<file path="src/rtl/regfile_nr.sv">
// Parametrised register file: DEPTH x WIDTH storage, one write port, NUM_RD read
// ports, optional hardwired-zero entry 0, optional write bypass, 0/1-cycle read latency.
module regfile_nr #(
  parameter int WIDTH    = 32,
  parameter int DEPTH    = 32,
  parameter int ADDR_W   = 5,
  parameter int NUM_RD   = 2,
  parameter int ZERO_R0  = 1,
  parameter int BYPASS   = 1,
  parameter int READ_LAT = 0
) (
  input  logic                     clk,
  input  logic                     res,
  input  logic                     we,
  input  logic [ADDR_W-1:0]        wr_addr,
  input  logic [WIDTH-1:0]         wr_data,
  input  logic [NUM_RD*ADDR_W-1:0] rd_addr,
  output logic [NUM_RD*WIDTH-1:0]  rd_data
);

  localparam int IDX_W = $clog2(DEPTH);
  localparam logic [ADDR_W:0] DEPTH_C = (ADDR_W+1)'(DEPTH);

  generate
    if (DEPTH > (2 ** ADDR_W)) begin : g_bad_depth
      $error("regfile_nr: DEPTH exceeds 2**ADDR_W");
    end
    if (NUM_RD < 1 || NUM_RD > 4) begin : g_bad_num_rd
      $error("regfile_nr: NUM_RD must be 1..4");
    end
    if (READ_LAT != 0 && READ_LAT != 1) begin : g_bad_lat
      $error("regfile_nr: READ_LAT must be 0 or 1");
    end
  endgenerate

  // Range check uses every address bit, so aliases above DEPTH never hit storage.
  function automatic logic in_range(input logic [ADDR_W-1:0] a);
    return {1'b0, a} < DEPTH_C;
  endfunction

  logic [WIDTH-1:0] mem [DEPTH];
  logic             wr_ok;

  assign wr_ok = we && !res && in_range(wr_addr) &&
                 !((ZERO_R0 != 0) && (wr_addr == '0));

  always_ff @(posedge clk) begin
    if (res) begin
      for (int i = 0; i < DEPTH; i++) mem[i] <= '0;
    end else if (wr_ok) begin
      mem[wr_addr[IDX_W-1:0]] <= wr_data;
    end
  end

  genvar k;
  generate
    for (k = 0; k < NUM_RD; k++) begin : g_rd
      logic [ADDR_W-1:0] addr;
      logic [WIDTH-1:0]  val;

      assign addr = rd_addr[k*ADDR_W +: ADDR_W];

      always_comb begin
        val = '0;
        if (!in_range(addr)) begin
          val = '0;
        end else if ((ZERO_R0 != 0) && (addr == '0)) begin
          val = '0;
        end else if ((BYPASS != 0) && wr_ok && (wr_addr == addr)) begin
          val = wr_data;
        end else begin
          val = mem[addr[IDX_W-1:0]];
        end
      end

      if (READ_LAT == 1) begin : g_lat1
        logic [WIDTH-1:0] rd_q_p1;

        // Stage p1: registered read value, cleared by reset.
        always_ff @(posedge clk) begin
          if (res) rd_q_p1 <= '0;
          else     rd_q_p1 <= val;
        end

        assign rd_data[k*WIDTH +: WIDTH] = res ? '0 : rd_q_p1;
      end else begin : g_lat0
        assign rd_data[k*WIDTH +: WIDTH] = res ? '0 : val;
      end
    end
  endgenerate

endmodule

</file>
<file path="config.mk">
export PLATFORM = sky130hd
export DESIGN_NAME = regfile_nr
export DESIGN_NICKNAME = d
export VERILOG_FILES = /design/src/rtl/regfile_nr.sv
export SDC_FILE = /design/constraint.sdc
export NUM_CORES = 2
export LEC_CHECK = 0
export BUFFER_PORTS_ARGS = -buffer_cell sky130_fd_sc_hd__buf_4
export CELL_PAD_IN_SITES_DETAIL_PLACEMENT = 2
export CELL_PAD_IN_SITES_GLOBAL_PLACEMENT = 2
export CORE_ASPECT_RATIO = 1.5
export CORE_UTILIZATION = 40
export DETAILED_ROUTE_END_ITERATION = 10
export MAX_ROUTING_LAYER = met4
export PLACE_DENSITY = 0.76
export SYNTH_ARGS = -nofsm -noshare
export SYNTH_HDL_FRONTEND = slang
export SYNTH_SLANG_ARGS = --single-unit
</file>
<file path="constraint.sdc">
create_clock -name clk -period 8.8 [get_ports clk]
set_clock_uncertainty 0.1 [all_clocks]
set_input_delay 0.44 -clock clk [delete_from_list [all_inputs] [get_ports clk]]
set_output_delay 0.44 -clock clk [all_outputs]
set_load 0.005 [all_outputs]
</file>
==> results_dict.tcl <==
set metrics [dict create \
    status "completed" \
    dieWidth_um 305 \
    grt_pass1_wl_um 292000 \
    ys_ff_latch 1024 \
    clockRootBuffer "clkbuf_16" \
    synth_cells 3548 \
    yosys-top-cells-area "edfxtp_1 (56%), mux4_2 (21%), and2_1 (11%), mux2i_1 (2.4%), clkbuf_1 (1.8%)" \
    synth.distinct_cells 38 \
    synth_most_common_cell "edfxtp_1" \
    finalSetupViolCount 0 \
    dr.pass1.iters 5 \
    synth_area_per_cell_um2 15.6 \
    drv_cap 0 \
    critPathKind "input port to output pin" \
    synth_top_flop_cell "edfxtp_1" \
    dpl_cell_area_um2 58000 \
    cts_tree "built" \
    clkSinkCount 1024 \
    yosys.area.top_type "edfxtp_1" \
    htreeDepth 3 \
    wl_per_cell_um 38.3 \
    power_mw 11.8 \
    finalMaxSlewViolations 0 \
    power_density_nw_per_um2 193 \
    hold_buffers 0 \
    clk_pin_slew_ns 0.07 \
    p_leak_nw 20.7 \
    cp-end-kind "output pin" \
    max_flop_register "mem" \
    numCtsBuffers 101 \
    drtAntennaViolNets 0 \
    initial_core_util 0.404 \
    die_area_um2 140000 \
    top_regs "mem (1024)" \
    fin_crit_ns 4.81 \
    clock_path_buffers 3 \
    antenna_found_initial 11 \
    io_pins 114 \
    stdcell_area_um2 61300 \
    required_ns 8.26 \
    layout.nets 3542 \
    io_buffers 113 \
    maxSlewHeadroom 0.119 \
    postCtsSetupRepairBufs 0 \
    die-height_um 457 \
    fin_crit_sh 0.547 \
    tightest_slew_ns 1.32 \
    fin_util 0.448 \
    hold_viol_final 0 \
    synth_top_area_frac 0.556 \
    drive_gt1_frac 0.282 \
    synth-edff-count 1024 \
    largest_register_ffs 1024 \
    drtIter0Drc 3677 \
    rows 166 \
    grt_pass1_vias 38600 \
    critPathArrivalTime_ns 4.27 \
    n_fill_cell 12700 \
    route.detailed.drc 0 \
    startpoint_type "input port" \
    netlist_area_um2 55300 \
    fmax_mhz 208 \
    peakVddDrop_mv 0.151 \
    synthTopCellsByCount "edfxtp_1 (1024), and2_1 (996), mux4_2 (510)" \
    vias 35000 \
    cp_max_fo 48 \
    yosysSeqAreaShare 0.556 \
    overflow 0 \
    core_um2 137000 \
    routed_via_density 6.53 \
    seq_area_um2 30700 \
    track_usage 0.305 \
    routabilityCongestion 0.841 \
    rsz0062_at_grt "false" \
    wl_um 205000 \
    cts.repair.resized 0 \
    async_flop_share 0 \
    grt_max_degree 100 \
    multi_input_area_um2 23300 \
    area_delta_synth_final_pct 10.9 \
    yosys_warnings 0 \
    hold_class "input port to register" \
    dp_hpwl_um 123000 \
    fin_setup_tns_ns 0 \
]
-- metrics by stage --
step           std cells  worst slack, ns  hold WS (ns)
3_3_place_gp        5153             3.98         0.886
3_5_place_dp        5153             3.98         0.897
4_1_cts             5340             3.99         0.126
5_1_grt             5349             3.82         0.169
6_report            5351             3.99         0.152
2_1_floorplan       3579             4.86         0.538
-- cells in the final DEF (no fill, tap or decap), types with 4 or more instances in the layout --
cell,Yosys,layout
clkinv_2,0,17
a22o_1,74,74
buf_8,0,4
mux4_2,510,510
clkinv_1,0,27
nor2b_1,6,4
nor2_1,62,42
clkbuf_16,0,104
and2_1,996,993
nand4_1,64,64
clkbuf_1,264,19
o22a_1,25,25
nand3_1,6,6
edfxtp_1,1024,1024
clkinvlp_4,0,4
or2_2,14,12
conb_1,1,32
nand2b_1,8,8
mux2i_1,132,132
o221ai_1,89,89
xnor2_1,10,10
diode_2,0,11
nor2_4,0,20
o21ai_4,0,19
buf_4,37,203
nand2_1,7,7
nor3_2,2,10
bufinv_16,0,11
mux2_2,66,66
nand3b_1,4,4
-- layer usage --
metal  vias up  track usage  part of all wire  routed length [µm]
li1      13700            -                 -                   -
met1     18900        0.361              0.37               75600
met2      1809        0.506              0.51              104000
met3       529       0.0426             0.069               14200
met4         0        0.158             0.052               10700
met5         -            -                 0                   0
-- cell type report --
| class | count | share of cell area |
|---|---|---|
| sequential | 1024 | 0.502 |
| multi-input combinational | 2151 | 0.381 |
| clock buffer | 123 | 0.0436 |
| tap | 1764 | 0.0360 |
| timing repair buffer | 212 | 0.0272 |
| clock inverter | 64 | 0.00976 |
| antenna | 11 | 0.000449 |
| inverter | 2 | 0.000123 |
-- report_power, final --
| part | internal (mW) | switching (mW) | total, mW | leakage [nW] |
|---|---|---|---|---|
| combinational | 0.634 | 0.910 | 1.54 | 9.38 |
| sequential | 5.64 | 0.156 | 5.79 | 9.75 |
| clock | 2.48 | 1.98 | 4.46 | 1.59 |
-- worst max-delay path, cell delays in order --
cell      delay [ns]
buf_8           0.43
buf_4           0.80
buf_4           0.84
mux4_2          0.59
o22a_1          0.26
o221ai_1        0.26
o221ai_1        0.37
buf_4           0.23
-- cell families (layout without fill, tap and decap cells) --
| kind of cell | count (synthesis) | after routing | share of synthesized area |
|---|---|---|---|
| AND/OR/NAND/NOR | 1182 | 1182 | 0.131 |
| flip-flops | 1024 | 1024 | 0.556 |
| multiplexers | 708 | 708 | 0.245 |
| buffers and inverters | 404 | 401 | 0.0326 |
| AO/OA/AOI/OAI | 219 | 219 | 0.0335 |
| XOR/XNOR | 10 | 10 | 0.00158 |
| other | 1 | 43 | 0.0000679 |
-- final timing paths --
kind | start | endpoint | slack [ns] | cells past startpoint
hold / removal | res | mem[0][9] | 0.15 | 1
setup / recovery | rd_addr[6] | rd_data[61] | 3.99 | 8
No activity file was read; power rests on OpenSTA's default activity.
